--- src/rtl/raven_uart_pkg.sv ---
// Shared encodings for the Raven UART receiver: FSM states and parity mode codes.
// Parity support is compiled in only with RAVEN_UART_RX_PARITY_EN; the codes are always available.
package raven_uart_pkg;

  typedef enum logic [2:0] {
    ST_IDLE   = 3'd0,
    ST_START  = 3'd1,
    ST_DATA   = 3'd2,
    ST_PARITY = 3'd3,
    ST_STOP   = 3'd4
  } rx_state_e;

  localparam logic [1:0] PAR_NONE = 2'b00;
  localparam logic [1:0] PAR_EVEN = 2'b01;
  localparam logic [1:0] PAR_ODD  = 2'b10;

  function automatic logic par_active(input logic [1:0] mode);
    return (mode == PAR_EVEN) || (mode == PAR_ODD);
  endfunction

endpackage

--- src/rtl/raven_uart_rx_mon_if.sv ---
// Read-side handshake of the UART receive FIFO: head character plus error flags, valid/ready pop.
// master drives the character stream, slave consumes it.
interface raven_uart_rx_mon_if #(parameter int DATA_BITS = 8);
  logic                 rd_valid;
  logic [DATA_BITS-1:0] rd_data;
  logic                 rd_ferr;
  logic                 rd_perr;
  logic                 rd_ready;

  modport master (output rd_valid, rd_data, rd_ferr, rd_perr, input rd_ready);
  modport slave  (input rd_valid, rd_data, rd_ferr, rd_perr, output rd_ready);
endinterface

--- src/rtl/raven_uart_rx_fifo.sv ---
// Synchronous first-word-fall-through FIFO; push is refused when full unless a pop frees a slot that cycle.
// While empty, dout shows the most recently popped entry (zero after reset).
module raven_uart_rx_fifo #(
  parameter int WIDTH = 9,
  parameter int DEPTH = 16
) (
  input  logic                     clk,
  input  logic                     reset,
  input  logic                     push,
  input  logic [WIDTH-1:0]         push_data,
  input  logic                     pop,
  output logic [WIDTH-1:0]         dout,
  output logic                     full,
  output logic                     empty,
  output logic [$clog2(DEPTH):0]   level
);
  localparam int PTR_W = $clog2(DEPTH);
  localparam int LVL_W = PTR_W + 1;

  logic [WIDTH-1:0] mem [DEPTH];
  logic [PTR_W-1:0] wr_ptr;
  logic [PTR_W-1:0] rd_ptr;
  logic [PTR_W-1:0] prev_ptr;
  logic             do_push;
  logic             do_pop;

  assign empty    = (level == '0);
  assign full     = (level == LVL_W'(DEPTH));
  assign do_pop   = pop & ~empty;
  assign do_push  = push & (~full | do_pop);
  assign prev_ptr = rd_ptr - 1'b1;
  // The slot behind rd_ptr still holds the last popped entry until a push lands at rd_ptr.
  assign dout     = empty ? mem[prev_ptr] : mem[rd_ptr];

  always_ff @(posedge clk) begin
    if (reset) begin
      wr_ptr <= '0;
      rd_ptr <= '0;
      level  <= '0;
      for (int i = 0; i < DEPTH; i++) mem[i] <= '0;
    end else begin
      if (do_push) begin
        mem[wr_ptr] <= push_data;
        wr_ptr      <= wr_ptr + 1'b1;
      end
      if (do_pop) rd_ptr <= rd_ptr + 1'b1;
      level <= level + LVL_W'(do_push) - LVL_W'(do_pop);
    end
  end

endmodule

--- src/rtl/raven_uart_rx_mon.sv ---
// UART receiver/monitor with RX FIFO; parity checking compiled in with RAVEN_UART_RX_PARITY_EN.
// Entry valid the cycle after the stop-bit sample; full FIFO drops the character and sets sticky overrun.
module raven_uart_rx_mon
  import raven_uart_pkg::*;
#(
  parameter int DATA_BITS  = 8,
  parameter int DIV_WIDTH  = 16,
  parameter int FIFO_DEPTH = 16
) (
  input  logic                          clk,
  input  logic                          reset,
  input  logic                          cfg_en,
  input  logic [DIV_WIDTH-1:0]          cfg_div,
  input  logic [1:0]                    cfg_parity,
  input  logic                          ser_rx,
  raven_uart_rx_mon_if.master           rd,
  output logic                          overrun,
  input  logic                          overrun_clr,
  output logic [$clog2(FIFO_DEPTH):0]   fifo_level
);
  localparam int BIT_W = $clog2(DATA_BITS);
`ifdef RAVEN_UART_RX_PARITY_EN
  localparam int ENTRY_W = DATA_BITS + 2;
`else
  localparam int ENTRY_W = DATA_BITS + 1;
`endif

  logic [1:0]           sync_q;
  logic                 rxs;
  rx_state_e            state_q, state_d;
  logic [DIV_WIDTH-1:0] cnt_q, cnt_d;
  logic [DIV_WIDTH-1:0] div_q, div_d;
  logic [DIV_WIDTH-1:0] div_eff;
  logic [BIT_W-1:0]     bit_q, bit_d;
  logic [DATA_BITS-1:0] shift_q, shift_d;
  logic                 armed_q, armed_d;
  logic                 push;
  logic [ENTRY_W-1:0]   push_data;
  logic [ENTRY_W-1:0]   fifo_dout;
  logic                 fifo_full;
  logic                 fifo_empty;

  assign rxs     = sync_q[1];
  assign div_eff = (cfg_div < DIV_WIDTH'(2)) ? DIV_WIDTH'(2) : cfg_div;

`ifdef RAVEN_UART_RX_PARITY_EN
  logic [1:0] par_q, par_d;
  logic       perr_q, perr_d;
  logic       par_exp;

  assign par_exp   = (par_q == PAR_ODD) ? ~(^shift_q) : ^shift_q;
  assign push_data = {perr_q, ~rxs, shift_q};

  always_ff @(posedge clk) begin
    if (reset) begin
      par_q  <= PAR_NONE;
      perr_q <= 1'b0;
    end else begin
      par_q  <= par_d;
      perr_q <= perr_d;
    end
  end
`else
  logic unused_parity;
  assign unused_parity = ^cfg_parity;
  assign push_data     = {~rxs, shift_q};
`endif

  always_ff @(posedge clk) begin
    if (reset) begin
      sync_q  <= 2'b11;
      state_q <= ST_IDLE;
      cnt_q   <= '0;
      div_q   <= DIV_WIDTH'(2);
      bit_q   <= '0;
      shift_q <= '0;
      armed_q <= 1'b0;
    end else begin
      sync_q  <= {sync_q[0], ser_rx};
      state_q <= state_d;
      cnt_q   <= cnt_d;
      div_q   <= div_d;
      bit_q   <= bit_d;
      shift_q <= shift_d;
      armed_q <= armed_d;
    end
  end

  always_comb begin
    state_d = state_q;
    cnt_d   = cnt_q;
    div_d   = div_q;
    bit_d   = bit_q;
    shift_d = shift_q;
    armed_d = armed_q;
    push    = 1'b0;
`ifdef RAVEN_UART_RX_PARITY_EN
    par_d   = par_q;
    perr_d  = perr_q;
`endif
    if (!cfg_en) begin
      state_d = ST_IDLE;
      armed_d = armed_q | rxs;
    end else begin
      unique case (state_q)
        ST_IDLE: begin
          if (rxs) begin
            armed_d = 1'b1;
          end else if (armed_q) begin
            // Counting half a bit from the falling edge centres every later sample.
            state_d = ST_START;
            div_d   = div_eff;
            cnt_d   = (div_eff >> 1) - 1'b1;
`ifdef RAVEN_UART_RX_PARITY_EN
            par_d   = cfg_parity;
            perr_d  = 1'b0;
`endif
          end
        end
        ST_START: begin
          if (cnt_q != '0) begin
            cnt_d = cnt_q - 1'b1;
          end else if (rxs) begin
            state_d = ST_IDLE;
          end else begin
            state_d = ST_DATA;
            cnt_d   = div_q - 1'b1;
            bit_d   = '0;
          end
        end
        ST_DATA: begin
          if (cnt_q != '0) begin
            cnt_d = cnt_q - 1'b1;
          end else begin
            shift_d = {rxs, shift_q[DATA_BITS-1:1]};
            cnt_d   = div_q - 1'b1;
            if (bit_q == BIT_W'(DATA_BITS - 1)) begin
`ifdef RAVEN_UART_RX_PARITY_EN
              state_d = par_active(par_q) ? ST_PARITY : ST_STOP;
`else
              state_d = ST_STOP;
`endif
            end else begin
              bit_d = bit_q + 1'b1;
            end
          end
        end
`ifdef RAVEN_UART_RX_PARITY_EN
        ST_PARITY: begin
          if (cnt_q != '0) begin
            cnt_d = cnt_q - 1'b1;
          end else begin
            perr_d  = (rxs != par_exp);
            cnt_d   = div_q - 1'b1;
            state_d = ST_STOP;
          end
        end
`endif
        ST_STOP: begin
          if (cnt_q != '0) begin
            cnt_d = cnt_q - 1'b1;
          end else begin
            // A break (line still low) leaves the receiver disarmed until the line idles high.
            push    = 1'b1;
            state_d = ST_IDLE;
            armed_d = rxs;
          end
        end
        default: state_d = ST_IDLE;
      endcase
    end
  end

  raven_uart_rx_fifo #(
    .WIDTH (ENTRY_W),
    .DEPTH (FIFO_DEPTH)
  ) u_fifo (
    .clk       (clk),
    .reset     (reset),
    .push      (push),
    .push_data (push_data),
    .pop       (rd.rd_ready),
    .dout      (fifo_dout),
    .full      (fifo_full),
    .empty     (fifo_empty),
    .level     (fifo_level)
  );

  assign rd.rd_valid = ~fifo_empty;
  assign rd.rd_data  = fifo_dout[DATA_BITS-1:0];
  assign rd.rd_ferr  = fifo_dout[DATA_BITS];
`ifdef RAVEN_UART_RX_PARITY_EN
  assign rd.rd_perr  = fifo_dout[DATA_BITS+1];
`else
  assign rd.rd_perr  = 1'b0;
`endif

  always_ff @(posedge clk) begin
    if (reset) begin
      overrun <= 1'b0;
    end else if (push && fifo_full && !(rd.rd_valid && rd.rd_ready)) begin
      overrun <= 1'b1;
    end else if (overrun_clr) begin
      overrun <= 1'b0;
    end
  end

endmodule

--- src/flat_wrapper.sv ---
// flat-port wrapper written by rule: the top's interface ports become plain ports
module raven_uart_rx_mon_flat import raven_uart_pkg::*;
#(
  parameter int DATA_BITS  = 8,
  parameter int DIV_WIDTH  = 16,
  parameter int FIFO_DEPTH = 16
)
  (clk, reset, cfg_en, cfg_div, cfg_parity, ser_rx, overrun, overrun_clr, fifo_level, rd_rd_valid, rd_rd_data, rd_rd_ferr, rd_rd_perr, rd_rd_ready);
  raven_uart_rx_mon_if #(.DATA_BITS(DATA_BITS)) rd_i ();
  input  logic clk;
  input  logic reset;
  input  logic cfg_en;
  input  logic [DIV_WIDTH-1:0] cfg_div;
  input  logic [1:0] cfg_parity;
  input  logic ser_rx;
  output logic overrun;
  input  logic overrun_clr;
  output logic [$clog2(FIFO_DEPTH):0] fifo_level;
  output wire logic [$bits(rd_i.rd_valid)-1:0] rd_rd_valid;
  output wire logic [$bits(rd_i.rd_data)-1:0] rd_rd_data;
  output wire logic [$bits(rd_i.rd_ferr)-1:0] rd_rd_ferr;
  output wire logic [$bits(rd_i.rd_perr)-1:0] rd_rd_perr;
  input wire logic [$bits(rd_i.rd_ready)-1:0] rd_rd_ready;
  assign rd_rd_valid = rd_i.rd_valid;
  assign rd_rd_data = rd_i.rd_data;
  assign rd_rd_ferr = rd_i.rd_ferr;
  assign rd_rd_perr = rd_i.rd_perr;
  assign rd_i.rd_ready = rd_rd_ready;
  raven_uart_rx_mon #(.DATA_BITS(DATA_BITS), .DIV_WIDTH(DIV_WIDTH), .FIFO_DEPTH(FIFO_DEPTH)) u_core (.clk(clk), .reset(reset), .cfg_en(cfg_en), .cfg_div(cfg_div), .cfg_parity(cfg_parity), .ser_rx(ser_rx), .rd(rd_i), .overrun(overrun), .overrun_clr(overrun_clr), .fifo_level(fifo_level));
endmodule
--- config.mk ---
export PLATFORM = sky130hd
export DESIGN_NAME = raven_uart_rx_mon_flat
export DESIGN_NICKNAME = d
export VERILOG_FILES = /design/src/rtl/raven_uart_pkg.sv /design/src/rtl/raven_uart_rx_mon_if.sv /design/src/rtl/raven_uart_rx_fifo.sv /design/src/rtl/raven_uart_rx_mon.sv /design/src/flat_wrapper.sv
export SDC_FILE = /design/constraint.sdc
export NUM_CORES = 1
export LEC_CHECK = 0
export ABC_AREA = 1
export CORE_ASPECT_RATIO = 0.8
export CORE_MARGIN = 3
export CORE_UTILIZATION = 55
export CTS_CLUSTER_DIAMETER = 100
export DETAILED_ROUTE_END_ITERATION = 16
export GPL_ROUTABILITY_DRIVEN = 1
export HOLD_SLACK_MARGIN = 0.05
export PLACE_DENSITY = 0.84
export SLEW_MARGIN = 20
export SYNTH_ARGS = -nofsm -noshare
export SYNTH_HDL_FRONTEND = slang
export SYNTH_HIERARCHICAL = 1
export SYNTH_SLANG_ARGS = --single-unit
export TNS_END_PERCENT = 30
--- constraint.sdc ---
create_clock -name clk -period 3.6 [get_ports clk]
set_input_delay 0.72 -clock clk [delete_from_list [all_inputs] [get_ports clk]]
set_output_delay 0.72 -clock clk [all_outputs]
set_load 0.005 [all_outputs]
* Word level (Yosys, flattened, before mapping) *
Memory sizes are Yosys's and may differ from the RTL's. A register that Yosys moved wholly into a read port is not among the register bits.
Cells that the tools add are included.
W data, S select, Z words.

storage, ports and cells
  output and inout bits = 17
  register bits after elaboration = 63
  memory bits (writable) = 144
  bits of input ports = 24
  logic and storage cells = 108
  memories = 1

operators by class
  multiplexer cells = 41
  eq/ne operators = 18
  $lt $le $gt $ge = 1
  add/subtract/negate cells = 9
  reduce and logical (&&, ||, !) cells = 18
  bitwise operators = 9

memories
  memory             words  width  read ports  clocked after memory_dff  write ports  RTL line                  RTL
  u_core.u_fifo.mem  16     9      2           1                         16           raven_uart_rx_fifo.sv:20  logic [WIDTH-1:0] mem [DEPTH];

operator list
  cell                     number
  $mux W16                 7
  $pmux W16 S4             1
  $sub A16 B1 Y16 const B  2
  $mux W3                  10
  $mux W9                  2
  $reduce_and A6 Y1        3
  $lt A16 B2 Y1 const B    1
  $reduce_bool A16 Y1      1
  $sub A15 B1 Y16 const B  1
  $mux W1                  14
  $mux W4                  3
  $ne A2 B2 Y1 const B     6
  $pmux W3 S4              1
  $reduce_or A9 Y1         1
  $add A4 B1 Y4 const B    2
  $eq A3 B3 Y1 const B     2
  $ne A2 B1 Y1 const B     3
  $ne A3 B3 Y1 const B     2
  $pmux W3 S2              1
  $reduce_and A3 Y1        2
  $add A5 B1 Y5            1
  $eq A5 B5 Y1 const B     1
  $logic_not A5 Y1         1
  $not A1 Y1               5
  18 further kinds         23

* Depth between registers and ports, before layout *
Gate-level depths: netlist of run 1.

  depth after elaboration = 10
  gate-level depth with buffers = 17
  depth with buffers taken out = 17

* Modules after synthesis *
Netlist of run 1, hierarchy kept.

by module, submodules not included
  module              sequential area each (um^2)  cells an instance  area an instance (um^2)  instances
  raven_uart_rx_fifo  4664.5                       1249               9386.5                   1
  raven_uart_rx_mon   1001.0                       577                3559.7                   1

* Least setup slack after synthesis of run 1 *
Ideal clock, no wire load.

  kind = register to register
  from = register u_core.cnt_q[0]
  to = register u_core.u_fifo.level[4]
  library setup time = 0.070 ns
  required time = 3.530 ns
  arrival = 2.694 ns
  setup slack = 0.836 ns
  stages on the path, launching flop included = 17
  period minus slack after synthesis = 2.764 ns
  buffers on the path = 0
  cell sequence = dfxtp_1 > inv_1 > ha_1 > nand2_2 > nor2_1 > nand4_1 > nor4_2 > nand2_2 > inv_1 > nand2_1 > nand2_1 > ha_1 > inv_1 > fa_1 > o31ai_1 > o21ai_0 > a21oi_1

between the ends
  longest elaborated chain between the ends = 7

RTL lines
  item                    RTL line                  RTL
  start, declared         raven_uart_rx_mon.sv:31   logic [DIV_WIDTH-1:0] cnt_q, cnt_d;
  start signal, assigned  raven_uart_rx_mon.sv:81   cnt_q <= cnt_d;
  $reduce_bool A16 Y1     raven_uart_rx_mon.sv:160  if (cnt_q != '0) begin
  $mux W1                 raven_uart_rx_mon.sv:160
  $mux W1                 raven_uart_rx_mon.sv:105  unique case (state_q)
  $mux W1                 raven_uart_rx_mon.sv:101  if (!cfg_en) begin
  via u_core.push         raven_uart_rx_mon.sv:37   logic push;
  $and A1 B1 Y1           raven_uart_rx_fifo.sv:30  assign do_push = push & (~full | do_pop);
  $add A5 B1 Y5           raven_uart_rx_fifo.sv:47  level <= level + LVL_W'(do_push) - LVL_W'(do_pop);
  $sub A5 B1 Y5           raven_uart_rx_fifo.sv:47
  end signal, assigned    raven_uart_rx_fifo.sv:47
  end, declared           raven_uart_rx_fifo.sv:15  output logic [$clog2(DEPTH):0] level

The timed path passes the listed nets, and every way through them passes these cells.
A chain may end at the register's enable or synchronous reset.

* Final worst setup path of run 1 *
  from = register u_core.u_fifo.rd_ptr[0]
  to = output rd_rd_data[4]

between the ends
  longest elaborated chain between the ends = 3

RTL lines
  item                    RTL line                  RTL
  start, declared         raven_uart_rx_fifo.sv:22  logic [PTR_W-1:0] rd_ptr;
  start signal, assigned  raven_uart_rx_fifo.sv:46  if (do_pop) rd_ptr <= rd_ptr + 1'b1;
  $sub A4 B1 Y4           raven_uart_rx_fifo.sv:31  assign prev_ptr = rd_ptr - 1'b1;
  $mem_v2 Z16 W9          -
  $mux W9                 raven_uart_rx_fifo.sv:33  assign dout = empty ? mem[prev_ptr] : mem[rd_ptr];
  end, declared           flat_wrapper.sv:20        output wire logic [$bits(rd_i.rd_data)-1:0] rd_rd_data;

Every way passes these cells.

==> flow_results.xml, run 1 <==
<?xml version="1.0" encoding="UTF-8"?>
<metrics>
  <group name="power">
    <metric name="power.ir.vdd_worst" unit="V">0.000500</metric>
    <metric name="totalPowerFinal" unit="mW">10.2</metric>
    <metric name="leakagePower" unit="nW">6.43</metric>
    <metric name="p_per_area" unit="nW/µm²">699</metric>
  </group>
  <group name="synthesis">
    <metric name="mappedNetlistNets" unit="">1867</metric>
    <metric name="synthCells" unit="">1826</metric>
    <metric name="ys_seq_area_frac" unit="">0.438</metric>
    <metric name="post_synth_instance_area" unit="µm²">12900</metric>
    <metric name="post_synthesis_register_bit_count" unit="">211</metric>
    <metric name="yosysWarningCount" unit="">6</metric>
    <metric name="number_of_enable_flip_flop_cells_after_synthesis" unit="">144</metric>
    <metric name="synth.avg_cell_area" unit="µm²">7.09</metric>
    <metric name="post_synth_num_cell_types" unit="">49</metric>
    <metric name="asyncSetResetFlopFracSynth" unit="">0</metric>
    <metric name="synth_ff_type" unit="">edfxtp_1</metric>
  </group>
  <group name="worst_setup_path">
    <metric name="cp_data_arrival_time" unit="ns">2.81</metric>
    <metric name="timing.critical_path.fanout_max" unit="">53</metric>
    <metric name="ff2ff_path_depth" unit="">16</metric>
    <metric name="reg2reg_from" unit="">u_core/cnt_q[0]$_SDFFE_PP0P_</metric>
    <metric name="worstSetupEndpoint" unit="">rd_rd_data[4]</metric>
    <metric name="cp-startpoint" unit="">u_core/u_fifo/rd_ptr[0]$_SDFFE_PP0N_</metric>
    <metric name="worstSetupPathType" unit="">reg -&gt; out</metric>
    <metric name="reg2reg_slack" unit="ns">0.38</metric>
    <metric name="cp-start-kind" unit="">register</metric>
    <metric name="r2r-end" unit="">u_core/u_fifo/level[4]$_SDFF_PP0_</metric>
    <metric name="worstPathRequired" unit="ns">2.88</metric>
    <metric name="crit_path_end_kind" unit="">primary output</metric>
  </group>
  <group name="sta">
    <metric name="fin_tns_setup" unit="ns">0</metric>
    <metric name="tightest_slew" unit="ns">1.01</metric>
    <metric name="timing.final.hold_violations" unit="">0</metric>
    <metric name="final_max_slew_viol_count" unit="">0</metric>
    <metric name="fin_skew" unit="ns">0.0159</metric>
    <metric name="rsz_0062_raised_after_global_routing" unit="">no</metric>
    <metric name="final.min_clock_period" unit="ns">3.53</metric>
    <metric name="period_share" unit="">0.980</metric>
    <metric name="setup-violations-final" unit="">0</metric>
    <metric name="worst_slew_margin_rel" unit="">0.327</metric>
    <metric name="max_freq" unit="MHz">283</metric>
  </group>
  <group name="layout">
    <metric name="multi_input_comb_area" unit="µm²">6000</metric>
    <metric name="layout.area.seq" unit="µm²">5670</metric>
    <metric name="layout.cells.most_common" unit="">nand2_1</metric>
    <metric name="design_area" unit="µm²">14600</metric>
    <metric name="mostFrequentLayoutCells" unit="">nand2_1 (498), nand3_1 (298), nor2_1 (272)</metric>
    <metric name="synthToLayoutAreaGrowth" unit="%">12.4</metric>
    <metric name="fillerInstances" unit="">1933</metric>
    <metric name="post_route_cells_drive_above_1_share" unit="">0.0770</metric>
    <metric name="finish.net_count" unit="">1893</metric>
    <metric name="antenna_cells_inserted" unit="">0</metric>
  </group>
  <group name="clocking">
    <metric name="cts_inserted_buffers" unit="">23</metric>
    <metric name="htreeDepth" unit="">1</metric>
    <metric name="tritoncts" unit="">built</metric>
    <metric name="cts.path.max_buffers" unit="">3</metric>
    <metric name="clkSlewWorstSetupHoldPaths" unit="ns">0.06</metric>
    <metric name="clock_sink_count" unit="">211</metric>
    <metric name="holdBufCountCts" unit="">0</metric>
    <metric name="worstSkewPairLatency" unit="ns">0.52</metric>
    <metric name="cell_at_the_root_of_the_clock_tree" unit="">clkbuf_16</metric>
  </group>
  <group name="global_route">
    <metric name="global_route.usage.total" unit="">0.301</metric>
    <metric name="grt_pass1_wl" unit="µm">60100</metric>
    <metric name="grt_antenna_before_repair" unit="">0</metric>
    <metric name="first_global_vias" unit="">11300</metric>
    <metric name="grt_start_max_net_pins" unit="">75</metric>
    <metric name="globalRouteOverflowTotal" unit="">0</metric>
  </group>
  <group name="drt">
    <metric name="drc_errors" unit="">0</metric>
    <metric name="route.detailed.vias_per_inst" unit="">5.84</metric>
    <metric name="total_wirelength_of_the_detailed_routed_design" unit="µm">38900</metric>
    <metric name="routed_via_count" unit="">12700</metric>
    <metric name="drt_pre_antenna_iters" unit="">7</metric>
    <metric name="post_drt_wl_per_cell" unit="µm">17.9</metric>
    <metric name="drtAntennaViolNets" unit="">0</metric>
    <metric name="first_iter_violations" unit="">2034</metric>
  </group>
  <group name="placement">
    <metric name="port-buffer-count" unit="">37</metric>
    <metric name="placedInstanceArea" unit="µm²">13600</metric>
    <metric name="hpwlAfterDp" unit="µm">25900</metric>
    <metric name="place.gp.congestion" unit="">0.945</metric>
  </group>
  <group name="floorplanning">
    <metric name="fp.coreArea" unit="µm²">22800</metric>
    <metric name="floorplan.die.width" unit="µm">178</metric>
    <metric name="io_pins" unit="">41</metric>
    <metric name="dieArea" unit="µm²">25400</metric>
    <metric name="dieHeight" unit="µm">143</metric>
    <metric name="initial_utilization" unit="">0.568</metric>
    <metric name="std_cell_rows" unit="">49</metric>
  </group>
  <group name="outcome">
    <metric name="outcome" unit="">finished, final reports clean</metric>
  </group>
  <group name="run">
    <metric name="max_cap_viol_count" unit="">0</metric>
  </group>
  <group name="min_path">
    <metric name="worst_hold_path_type" unit="">reg -&gt; reg</metric>
  </group>
</metrics>
[stage by stage]
step	setup WS [ns]	hold slack (ns)	util	cells
finish	0.0704	0.409	0.638	2175
global route	0.000260	0.421	0.638	2175
CTS	0.0344	0.410	0.635	2173
detailed placement	0.0342	0.395	0.598	2128
global placement	0.136	0.396	0.598	2128
floorplan	0.836	0.389	-	1826
[cell families after synthesis]
family,Yosys count,synth area share
compound gates,110,0.0461
other cells,1,0.000290
fa+ha+maj,17,0.0170
buf+inv,333,0.102
flops,211,0.438
simple gates,1118,0.371
xor+xnor,36,0.0255
[worst max-delay path, cell delays in order (launching register included)]
cell and delay (ns):
dfxtp_2 0.33, inv_2 0.10, buf_4 0.31, buf_8 0.38, nand2_1 0.10, nand3_1 0.11
nand3_1 0.16, nand3_1 0.15, nand2_1 0.06, nand2_1 0.06, nand2_1 0.06, clkdlybuf4s50_1 0.45
[per-layer routing]
| layer | part of all wire | global-route usage |
|---|---|---|
| met2 | 0.41 | 0.425 |
| met1 | 0.41 | 0.462 |
| met3 | 0.15 | 0.0659 |
| met4 | 0.031 | 0.0892 |
| met5 | 0 | 0 |
[flip-flops by register name, indices dropped and copies added, names as in the netlist, named ones only]
signal,cells
u_core/bit_q,3
u_core/state_q,3
u_core/overrun,1
u_core/u_fifo/wr_ptr,4
u_core/u_fifo/rd_ptr,4
u_core/sync_q,2
u_core/u_fifo/mem,144
u_core/u_fifo/level,5
u_core/cnt_q,16
u_core/armed_q,1
u_core/div_q,16
u_core/shift_q,8
[how the worst min path moves through the flow]
stage                                      startpoint                          end  slack, ns  cells after the start
after floorplan           u_core/sync_q[0]$_SDFF_PP1_  u_core/sync_q[1]$_SDFF_PP1_       0.39                      1
after global placement    u_core/sync_q[0]$_SDFF_PP1_  u_core/sync_q[1]$_SDFF_PP1_       0.40                      1
after detailed placement  u_core/sync_q[0]$_SDFF_PP1_  u_core/sync_q[1]$_SDFF_PP1_       0.40                      1
after CTS                 u_core/sync_q[0]$_SDFF_PP1_  u_core/sync_q[1]$_SDFF_PP1_       0.41                      1
after global routing      u_core/sync_q[0]$_SDFF_PP1_  u_core/sync_q[1]$_SDFF_PP1_       0.42                      1
final                     u_core/sync_q[0]$_SDFF_PP1_  u_core/sync_q[1]$_SDFF_PP1_       0.41                      1
[power by group]
part	switching, mW	internal (mW)
registers	0.136	2.77
logic	3.21	1.67
clock network	1.01	1.39
total	4.35	5.82
[cell usage after synthesis, types with 3 or more instances]
cell type | number | area (µm²)
a211oi_1 | 4 | 30.0
a21oi_1 | 55 | 275
buf_1 | 15 | 56.3
buf_2 | 17 | 85.1
buf_4 | 3 | 22.5
buf_6 | 5 | 56.3
clkbuf_1 | 41 | 154
clkinv_1 | 6 | 22.5
dfxtp_1 | 67 | 1340
edfxtp_1 | 144 | 4320
ha_1 | 16 | 200
inv_1 | 236 | 886
inv_2 | 9 | 33.8
nand2_1 | 498 | 1870
nand2_2 | 7 | 43.8
nand3_1 | 300 | 1500
nand3_2 | 12 | 120
nand4_1 | 8 | 50.1
nor2_1 | 272 | 1020
nor2_4 | 3 | 33.8
o211ai_1 | 3 | 22.5
o21ai_0 | 31 | 155
o21ai_1 | 8 | 40.0
o21ai_2 | 4 | 35.0
xnor2_1 | 5 | 43.8
xor2_1 | 29 | 254
[layout make-up]
type / count / area share
Clock buffer: 23 / 0.0395
Clock inverter: 19 / 0.0130
Inverter: 252 / 0.0654
Multi-Input combinational cell: 1282 / 0.412
Sequential cell: 211 / 0.389
Tap cell: 306 / 0.0263
Timing Repair Buffer: 82 / 0.0541
[timing repair]
item,CTS,global route
setup buffers,3,1
gates resized for setup,6,11
endpoints found under the hold margin,0,0
pin swaps,0,1
gates cloned,0,1
endpoints found under the setup margin,9,9
No activity file was read; power rests on OpenSTA's default activity.
==> inputs of run 2 (changes only) <==
--- a/config.mk
+++ b/config.mk
@@ -6,7 +6,6 @@
 export NUM_CORES = 1
 export LEC_CHECK = 0
 export ABC_AREA = 1
-export CORE_ASPECT_RATIO = 0.8
 export CORE_MARGIN = 3
 export CORE_UTILIZATION = 55
 export CTS_CLUSTER_DIAMETER = 100
@@ -14,6 +13,7 @@
 export GPL_ROUTABILITY_DRIVEN = 1
 export HOLD_SLACK_MARGIN = 0.05
 export PLACE_DENSITY = 0.84
+export REMOVE_ABC_BUFFERS = 1
 export SLEW_MARGIN = 20
 export SYNTH_ARGS = -nofsm -noshare
 export SYNTH_HDL_FRONTEND = slang
==> run 2 against run 1 <==
Global-route usage down 1.7 points. Combinational power shrank 4.3%. Final cell count grew 0.41%. Critical path type unchanged. First-iteration DRC count is 26% lower. Largest cell class unchanged. Via count decreased by 2.5%. Sequential power about the same. Total power fell by 0.48%. Largest power group unchanged. Routed wire length decreased by 3.2%. Maximum frequency shrank 0.66%. Clock skew is 0.0029 ns higher.
==> flow_results.xml, run 2 (synthesis results as in run 1) <==
<?xml version="1.0" encoding="UTF-8"?>
<metrics>
  <group name="outcome">
    <metric name="outcome" unit="">finished, final reports clean</metric>
  </group>
  <group name="worst_setup_path">
    <metric name="worstSetupPathType" unit="">reg -&gt; out</metric>
    <metric name="cp-start-kind" unit="">register</metric>
    <metric name="reg2reg_from" unit="">u_core/cnt_q[0]$_SDFFE_PP0P_</metric>
    <metric name="critical_path.cell_chain" unit="">inv_1 -&gt; ha_1 -&gt; clkinv_1 -&gt; buf_4 -&gt; nand3_1 -&gt; nand3_1 -&gt; nand3_1 -&gt; nand2_1 -&gt; nand2_1 -&gt; nand2_1 -&gt; clkdlybuf4s50_1</metric>
    <metric name="timing.critical_path.slowest_cell_delay" unit="ns">0.51</metric>
    <metric name="worstPathRequired" unit="ns">2.88</metric>
    <metric name="timing.critical_path.fanout_max" unit="">18</metric>
    <metric name="r2r-end" unit="">u_core/u_fifo/level[4]$_SDFF_PP0_</metric>
    <metric name="cp_data_arrival_time" unit="ns">2.83</metric>
    <metric name="reg2reg_slack" unit="ns">0.60</metric>
    <metric name="worst_path_slowest_cell" unit="">clkdlybuf4s50_1</metric>
    <metric name="ff2ff_path_depth" unit="">17</metric>
    <metric name="crit_path_end_kind" unit="">primary output</metric>
  </group>
  <group name="floorplanning">
    <metric name="initial_utilization" unit="">0.565</metric>
    <metric name="dieArea" unit="µm²">25400</metric>
    <metric name="std_cell_rows" unit="">55</metric>
    <metric name="dieHeight" unit="µm">159</metric>
    <metric name="floorplan.die.width" unit="µm">159</metric>
    <metric name="fp.coreArea" unit="µm²">22900</metric>
    <metric name="io_pins" unit="">41</metric>
  </group>
  <group name="clocking">
    <metric name="clock_sink_count" unit="">211</metric>
    <metric name="worstSkewPairLatency" unit="ns">0.53</metric>
    <metric name="clkSlewWorstSetupHoldPaths" unit="ns">0.06</metric>
    <metric name="tritoncts" unit="">built</metric>
    <metric name="cts_inserted_buffers" unit="">23</metric>
    <metric name="cell_at_the_root_of_the_clock_tree" unit="">clkbuf_16</metric>
    <metric name="htreeDepth" unit="">1</metric>
    <metric name="cts.path.max_buffers" unit="">3</metric>
  </group>
  <group name="power">
    <metric name="totalPowerFinal" unit="mW">10.1</metric>
    <metric name="leakagePower" unit="nW">6.46</metric>
    <metric name="pwr-share-comb" unit="">0.462</metric>
    <metric name="p_clk_frac" unit="">0.251</metric>
    <metric name="netSwitchingFraction" unit="">0.416</metric>
    <metric name="p_per_area" unit="nW/µm²">693</metric>
    <metric name="internal_power" unit="mW">5.91</metric>
    <metric name="p_switching" unit="mW">4.22</metric>
    <metric name="p_seq_frac" unit="">0.287</metric>
    <metric name="power.ir.vdd_worst" unit="V">0.000354</metric>
  </group>
  <group name="drt">
    <metric name="first_iter_violations" unit="">1507</metric>
    <metric name="drtAntennaViolNets" unit="">0</metric>
    <metric name="total_wirelength_of_the_detailed_routed_design" unit="µm">37700</metric>
    <metric name="route.detailed.vias_per_inst" unit="">5.67</metric>
    <metric name="routed_via_count" unit="">12400</metric>
    <metric name="drt_pre_antenna_iters" unit="">7</metric>
    <metric name="drc_errors" unit="">0</metric>
    <metric name="post_drt_wl_per_cell" unit="µm">17.2</metric>
  </group>
  <group name="min_path">
    <metric name="worst_hold_path_type" unit="">reg -&gt; reg</metric>
    <metric name="hold_path_end" unit="">u_core/sync_q[1]$_SDFF_PP1_</metric>
    <metric name="hold_path_depth" unit="">1</metric>
    <metric name="timing.hold.worst.start" unit="">u_core/sync_q[0]$_SDFF_PP1_</metric>
  </group>
  <group name="global_route">
    <metric name="grt_antenna_before_repair" unit="">0</metric>
    <metric name="global_route.usage.total" unit="">0.284</metric>
    <metric name="grt_pass1_wl" unit="µm">58900</metric>
    <metric name="grt_start_max_net_pins" unit="">75</metric>
    <metric name="first_global_vias" unit="">12000</metric>
    <metric name="globalRouteOverflowTotal" unit="">0</metric>
  </group>
  <group name="sta">
    <metric name="fin_tns_setup" unit="ns">0</metric>
    <metric name="setup-violations-final" unit="">0</metric>
    <metric name="final_max_slew_viol_count" unit="">0</metric>
    <metric name="max_freq" unit="MHz">281</metric>
    <metric name="timing.final.hold_violations" unit="">0</metric>
    <metric name="worst_slew_margin_rel" unit="">0.380</metric>
    <metric name="final.min_clock_period" unit="ns">3.55</metric>
    <metric name="fin_skew" unit="ns">0.0188</metric>
    <metric name="tightest_slew" unit="ns">0.929</metric>
    <metric name="final.hold.worst_slack" unit="ns">0.460</metric>
    <metric name="layout_setup_ws" unit="ns">0.0470</metric>
    <metric name="period_share" unit="">0.987</metric>
  </group>
  <group name="layout">
    <metric name="design_area" unit="µm²">14600</metric>
    <metric name="layout_top_registers" unit="">u_core/u_fifo/mem x144, u_core/cnt_q x16, u_core/div_q x16</metric>
    <metric name="mostFrequentLayoutCells" unit="">nand2_1 (498), nand3_1 (300), nor2_1 (272)</metric>
    <metric name="layout.cells.most_common" unit="">nand2_1</metric>
    <metric name="antenna_cells_inserted" unit="">0</metric>
    <metric name="synthToLayoutAreaGrowth" unit="%">12.8</metric>
    <metric name="number_of_flip_flops_in_the_largest_register" unit="">144</metric>
    <metric name="post_route_cells_drive_above_1_share" unit="">0.0748</metric>
    <metric name="fillerInstances" unit="">1953</metric>
    <metric name="registers.top_by_ff_count" unit="">u_core/u_fifo/mem</metric>
    <metric name="finish.net_count" unit="">1895</metric>
    <metric name="final-instance-count-excl-fill" unit="">2184</metric>
    <metric name="finalCoreUtilization" unit="">0.637</metric>
  </group>
  <group name="placement">
    <metric name="placed_cells_incl_taps" unit="">2137</metric>
    <metric name="hpwlAfterDp" unit="µm">25100</metric>
    <metric name="port-buffer-count" unit="">37</metric>
    <metric name="placedInstanceArea" unit="µm²">13700</metric>
    <metric name="dp_worst_setup_slack" unit="ns">0.229</metric>
    <metric name="place.gp.congestion" unit="">0.930</metric>
  </group>
  <group name="run">
    <metric name="max_cap_viol_count" unit="">0</metric>
  </group>
</metrics>
run 2: cell type report:
class | instances | area [µm²] | share of cell area
Clock buffer | 29 | 628 | 0.0430
Inverter | 252 | 952 | 0.0652
Clock inverter | 13 | 190 | 0.0130
Tap cell | 313 | 392 | 0.0268
Timing Repair Buffer | 84 | 797 | 0.0546
Sequential cell | 211 | 5670 | 0.388
Multi-Input combinational cell | 1282 | 5980 | 0.409
run 2: worst max path at each step:
stage	from	endpoint	slack [ns]
after CTS	u_core/u_fifo/rd_ptr[0]$_SDFFE_PP0N_	rd_rd_data[0]	0.008
after floorplan	u_core/u_fifo/rd_ptr[0]$_SDFFE_PP0N_	rd_rd_data[0]	-2.37
final	u_core/u_fifo/rd_ptr[1]$_SDFFE_PP0N_	rd_rd_ferr	0.05
after detailed placement	cfg_en	u_core/u_fifo/level[4]$_SDFF_PP0_	0.23
after global placement	cfg_en	u_core/u_fifo/level[4]$_SDFF_PP0_	0.25
after global routing	u_core/u_fifo/rd_ptr[1]$_SDFFE_PP0N_	rd_rd_data[7]	-0.05
run 2: power by group through the flow:
| stage | sequential, mW | clock (mW) | combinational (mW) |
|---|---|---|---|
| after floorplan | 3.03 | 0 | 2.83 |
| after global placement | 2.94 | 0 | 4.24 |
| after detailed placement | 2.95 | 0 | 4.34 |
| after CTS | 2.90 | 2.57 | 4.43 |
| after global routing | 2.93 | 2.68 | 5.07 |
| final | 2.90 | 2.55 | 4.67 |
run 2: timing repair:
item,4_1_cts,5_1_grt
buffers inserted,1,4
pin swaps,0,2
setup endpoints to repair,10,10
gates resized for setup,4,8
gates cloned,0,0
hold buffers,0,0
run 2: metal layers:
layer | share of wire | global-route usage | vias up | wire length (µm)
met5 | 0 | 0 | - | 0
met4 | 0.051 | 0.144 | 0 | 1900
met3 | 0.11 | 0.0565 | 153 | 4030
met2 | 0.46 | 0.471 | 748 | 17400
met1 | 0.38 | 0.354 | 5624 | 14400
li1 | - | - | 5858 | -
run 2: worst max-delay path: cells and delay by family (launching register included):
kind	cells	cell delay [ns]
adders and majority gates	1	0.34
buffers and inverters	4	0.94
DFF	1	0.37
and+or+nand+nor	6	0.63
